**src/rtl/instr_encode.sv**
```systemverilog
// RV32I field-to-word instruction encoder with a single registered output
// stage, a running program address and a saturating count of errored words.
module instr_encode #(
  parameter logic [31:0] BASE_ADDR = 32'h0000_0000
) (
  input  logic        clk,
  input  logic        rst,
  input  logic        clr,
  input  logic        in_valid,
  output logic        in_ready,
  input  logic [2:0]  fmt,
  input  logic [6:0]  opcode,
  input  logic [4:0]  rd,
  input  logic [4:0]  rs1,
  input  logic [4:0]  rs2,
  input  logic [2:0]  funct3,
  input  logic [6:0]  funct7,
  input  logic [31:0] imm,
  output logic        out_valid,
  input  logic        out_ready,
  output logic [31:0] out_instr,
  output logic [31:0] out_addr,
  output logic        out_err,
  output logic [7:0]  err_cnt
);

  localparam logic [2:0]  FMT_R = 3'd0;
  localparam logic [2:0]  FMT_I = 3'd1;
  localparam logic [2:0]  FMT_S = 3'd2;
  localparam logic [2:0]  FMT_B = 3'd3;
  localparam logic [2:0]  FMT_U = 3'd4;
  localparam logic [2:0]  FMT_J = 3'd5;
  localparam logic [31:0] NOP   = 32'h0000_0013;

  logic        fits_12;
  logic        fits_13;
  logic        fits_21;
  logic [31:0] enc_word;
  logic        enc_err;

  logic        accept;
  logic        xfer;

  logic        valid_q,   valid_d;
  logic [31:0] instr_q,   instr_d;
  logic [31:0] addr_q,    addr_d;
  logic        err_q,     err_d;
  logic [7:0]  err_cnt_q, err_cnt_d;

  // An immediate fits N signed bits when every bit above N-1 equals the sign.
  assign fits_12 = (imm[31:11] == 21'h000000) || (imm[31:11] == 21'h1FFFFF);
  assign fits_13 = (imm[31:12] == 20'h00000)  || (imm[31:12] == 20'hFFFFF);
  assign fits_21 = (imm[31:20] == 12'h000)    || (imm[31:20] == 12'hFFF);

  always_comb begin
    enc_word = 32'h0;
    enc_err  = 1'b0;
    case (fmt)
      FMT_R: begin
        enc_word = {funct7, rs2, rs1, funct3, rd, opcode};
      end
      FMT_I: begin
        enc_word = {imm[11:0], rs1, funct3, rd, opcode};
        enc_err  = !fits_12;
      end
      FMT_S: begin
        enc_word = {imm[11:5], rs2, rs1, funct3, imm[4:0], opcode};
        enc_err  = !fits_12;
      end
      FMT_B: begin
        enc_word = {imm[12], imm[10:5], rs2, rs1, funct3, imm[4:1], imm[11], opcode};
        enc_err  = !fits_13 || imm[0];
      end
      FMT_U: begin
        enc_word = {imm[31:12], rd, opcode};
        enc_err  = (imm[11:0] != 12'h000);
      end
      FMT_J: begin
        enc_word = {imm[20], imm[10:1], imm[11], imm[19:12], rd, opcode};
        enc_err  = !fits_21 || imm[0];
      end
      default: begin
        enc_word = 32'h0;
        enc_err  = 1'b1;
      end
    endcase
  end

  assign in_ready = !clr && (!valid_q || out_ready);
  assign accept   = in_valid && in_ready;
  assign xfer     = !clr && valid_q && out_ready;

  always_comb begin
    valid_d   = valid_q;
    instr_d   = instr_q;
    addr_d    = addr_q;
    err_d     = err_q;
    err_cnt_d = err_cnt_q;
    if (clr) begin
      // Word register is left as-is; only the valid flag drops.
      valid_d   = 1'b0;
      addr_d    = BASE_ADDR;
      err_cnt_d = 8'h00;
    end else begin
      if (xfer) begin
        valid_d = 1'b0;
        addr_d  = addr_q + 32'd4;
        if (err_q && (err_cnt_q != 8'hFF)) begin
          err_cnt_d = err_cnt_q + 8'd1;
        end
      end
      if (accept) begin
        valid_d = 1'b1;
        instr_d = enc_err ? NOP : enc_word;
        err_d   = enc_err;
      end
    end
  end

  always_ff @(posedge clk or posedge rst) begin
    if (rst) begin
      valid_q   <= 1'b0;
      instr_q   <= 32'h0;
      addr_q    <= BASE_ADDR;
      err_q     <= 1'b0;
      err_cnt_q <= 8'h00;
    end else begin
      valid_q   <= valid_d;
      instr_q   <= instr_d;
      addr_q    <= addr_d;
      err_q     <= err_d;
      err_cnt_q <= err_cnt_d;
    end
  end

  assign out_valid = valid_q;
  assign out_instr = instr_q;
  assign out_addr  = addr_q;
  assign out_err   = err_q;
  assign err_cnt   = err_cnt_q;

endmodule
```
**config.mk**
```make
export PLATFORM = sky130hd
export DESIGN_NAME = instr_encode
export DESIGN_NICKNAME = d
export VERILOG_FILES = /design/src/rtl/instr_encode.sv
export SDC_FILE = /design/constraint.sdc
export NUM_CORES = 1
export LEC_CHECK = 0
export ABC_CLOCK_PERIOD_IN_PS = 5500
export CELL_PAD_IN_SITES_DETAIL_PLACEMENT = 0
export CELL_PAD_IN_SITES_GLOBAL_PLACEMENT = 1
export CORE_MARGIN = 2
export CORE_UTILIZATION = 35
export DETAILED_ROUTE_END_ITERATION = 8
export HOLD_SLACK_MARGIN = 0.06
export PLACE_DENSITY = 0.86
export RECOVER_POWER = 100
export SYNTH_ARGS = -nofsm -noshare
export SYNTH_HDL_FRONTEND = slang
export SYNTH_SLANG_ARGS = --single-unit
```
**constraint.sdc**
```tcl
create_clock -name clk -period 5.5 [get_ports clk]
set_clock_uncertainty 0.15 [all_clocks]
set_input_delay 1.375 -clock clk [delete_from_list [all_inputs] [get_ports clk]]
set_output_delay 1.375 -clock clk [all_outputs]
set_load 0.1 [all_outputs]
```
==> metrics.cfg <==
[run_status]
outcome = complete, but fails checks
violations = max-capacitance violations, max-slew violations

[clock_network]
cts_resized = 0
cts_buffers = 9
h-tree-depth = 3
post_cts_buffers = 0
cts_tree = done
cts_root_buffer = clkbuf_16
clk_pin_slew_worst_paths_ps = 60
clock_latency_ps = 330
hold_buffers = 0
cts_sinks = 72
clockBufferDepth = 2

[floorplanning]
die_h_um = 111
pin_count = 147
die_area_sq_um = 12200
core_sq_um = 11000
die_w_um = 111
initial_utilization_pct = 36.2
rows = 38

[critical_path]
path_max_fanout = 5
startpoint = out_ready
startpoint_type = input port
arrival_ps = 3100
cpPeakStageDelay_ps = 870
cp-end-kind = primary output
r2r_start = out_addr[2]
critical_path_class = input port to primary output
required_ps = 3970
cp_slowest_cell = clkbuf_1
crit_chain = dlygate4sd3_1, nor2b_1, nor2_1, clkbuf_1

[synth]
synthesis.area_sq_um = 3980
syn-instance-count = 436
yosysMostFrequentCell = dfrtp_1
async_reset_ff_share_pct = 100
yosysWarnings = 0
synth.avg_cell_area_sq_um = 9.12
synth_common_cells = 72 x dfrtp_1, 57 x nand2_1, 46 x nor2_1
synth-edff-count = 0
yosys.cell_types.count = 45
synth.area.top_cells = dfrtp_1 45%, o31ai_1 5.5%, nand2_1 5.4%, nor2_1 4.3%, mux2i_1 4.3%
yosysTopAreaCell = dfrtp_1
yosysSeqAreaShare_pct = 45.3
synth.top_cell.area_share_pct = 45.3
synthFlopType = dfrtp_1
synth_seq_cells = 72

[timing]
hold_violations = 0
tns_ps = 0
finalCriticalPeriod_ps = 4620
period_share_pct = 84.1
clock.fmax_mhz = 216
rsz0062_at_grt = no
slew_viol_final = 60
setup_violations = 0
max-slew-margin-rel_pct = -22.8
max_slew.worst_pin.slew_ps = 1840

[pwr]
ir_worst_vdd_mv = 0.141
power_w = 0.00173
powerDensity_nw_per_um2 = 296
p_leak_nw = 2.56

[flow_run]
max_cap_violations = 2

[global_route]
grt_max_degree = 50
grt_busiest_layer = met2
use_met2_pct = 31.5
grt_first_pass_wirelength_mm = 18.3
grt_use_total_pct = 18.3
antenna_found_initial = 0
gr-usage-met1_pct = 22.4
use_met3_pct = 4.12
grt_pass1_vias = 3789
grt_overflow = 0

[route]
finalWirelength_mm = 11.2
avgViaCountPerCell = 5.31
detail_route.wl_per_cell_um = 15.7
drc_errors = 0
drt_iter0_markers = 196
final_antenna_net_count = 0
vias = 3794
drt_pass1_iterations = 4

[final_layout]
drive_gt1_share_pct = 4.52
num_antenna_cells = 0
syn2layout_area_growth_pct = 47.2
nNetsFinal = 644
fin_util_pct = 53.3
fin_area_sq_um = 5850

[placement]
placed_cell_area_sq_um = 5530
dp_hpwl_mm = 8.48
gp_congestion = 0.912
placement.io_buffers = 144

[worst_hold_path]
min_from = out_instr[10]
hp-class = flip-flop to flip-flop

[sequential cells by signal, indices dropped and copies added, names as in the netlist]
name	cells
out_instr	32
out_addr	30
err_cnt	8
out_err	1
out_valid	1
[cell type report]
type | instances | area (sq um)
repair buffers | 150 | 1480
clock inverters | 7 | 120
flip-flops and latches | 72 | 1800
multi-input cells | 321 | 1990
fillers | 1012 | 5130
clock buffers | 9 | 225
inverters | 16 | 60.1
well taps | 140 | 175
[routing by layer]
layer	share of wire, %	up-vias	routed length, um
met3	7.1	17	800
li1	-	1825	-
met2	49	157	5470
met4	2.5	0	277
met1	41	1795	4650
met5	0	-	0
[final timing paths]
check,depth (start not counted),slack [ps],endpoint
worst max-delay path,4,880,in_ready
worst min-delay path,2,320,out_instr[10]
worst max register to register,6,2660,out_addr[22]
worst min register to register,2,320,out_instr[10]
max in group asynchronous,3,2090,out_valid
min in group asynchronous,2,1930,out_instr[2]
[cell usage in the layout, fill, tap and decap left out, drive strengths merged, types with 6 or more instances in the layout]
master / netlist / final
nand4: 18 / 18
xnor2: 17 / 17
nand2: 57 / 57
buf: 8 / 6
nor3: 8 / 8
mux2i: 17 / 17
o31ai: 29 / 29
nand3: 11 / 11
dlygate4sd3: 0 / 75
dfrtp: 72 / 72
inv: 16 / 16
a21oi: 10 / 10
or3: 6 / 6
o21ai: 12 / 12
nor2b: 7 / 7
nor4: 12 / 12
clkbuf: 20 / 10
a2bb2oi: 10 / 10
clkdlybuf4s50: 0 / 68
nor2: 46 / 46
xor2: 15 / 15
[power breakdown]
part / leakage, nW / switching (W) / total, W / internal [W]
combinational: 1.42 / 0.000354 / 0.000482 / 0.000127
clock: 0.166 / 0.000225 / 0.000668 / 0.000443
sequential: 0.971 / 0.0000208 / 0.000583 / 0.000562
[critical path, delay by kind of cell]
kind	cells	cell delay, ps
buffers and inverters	2	1530
and+or+nand+nor	2	200
[kinds of logic (layout without fill, tap and decap cells)]
kind of cell             Yosys count  after routing  share of synthesized area, %
AO/OA/AOI/OAI                     81             81                          14.7
XOR/XNOR                          32             32                          7.05
adder cells (fa/ha/maj)            2              2                         0.629
buffers and inverters             44            182                          4.63
flip-flops                        72             72                          45.3
multiplexers                      17             17                          4.28
other                              1              2                        0.0943
AND/OR/NAND/NOR                  187            187                          23.3
[through the flow]
stage	instances	hold WS, ps	setup WS [ps]
2_1_floorplan	437	825	988
3_3_place_gp	699	313	1500
3_5_place_dp	699	317	1410
4_1_cts	715	330	1530
5_1_grt	715	366	833
6_report	715	316	877
No activity file was read; power rests on OpenSTA's default activity.
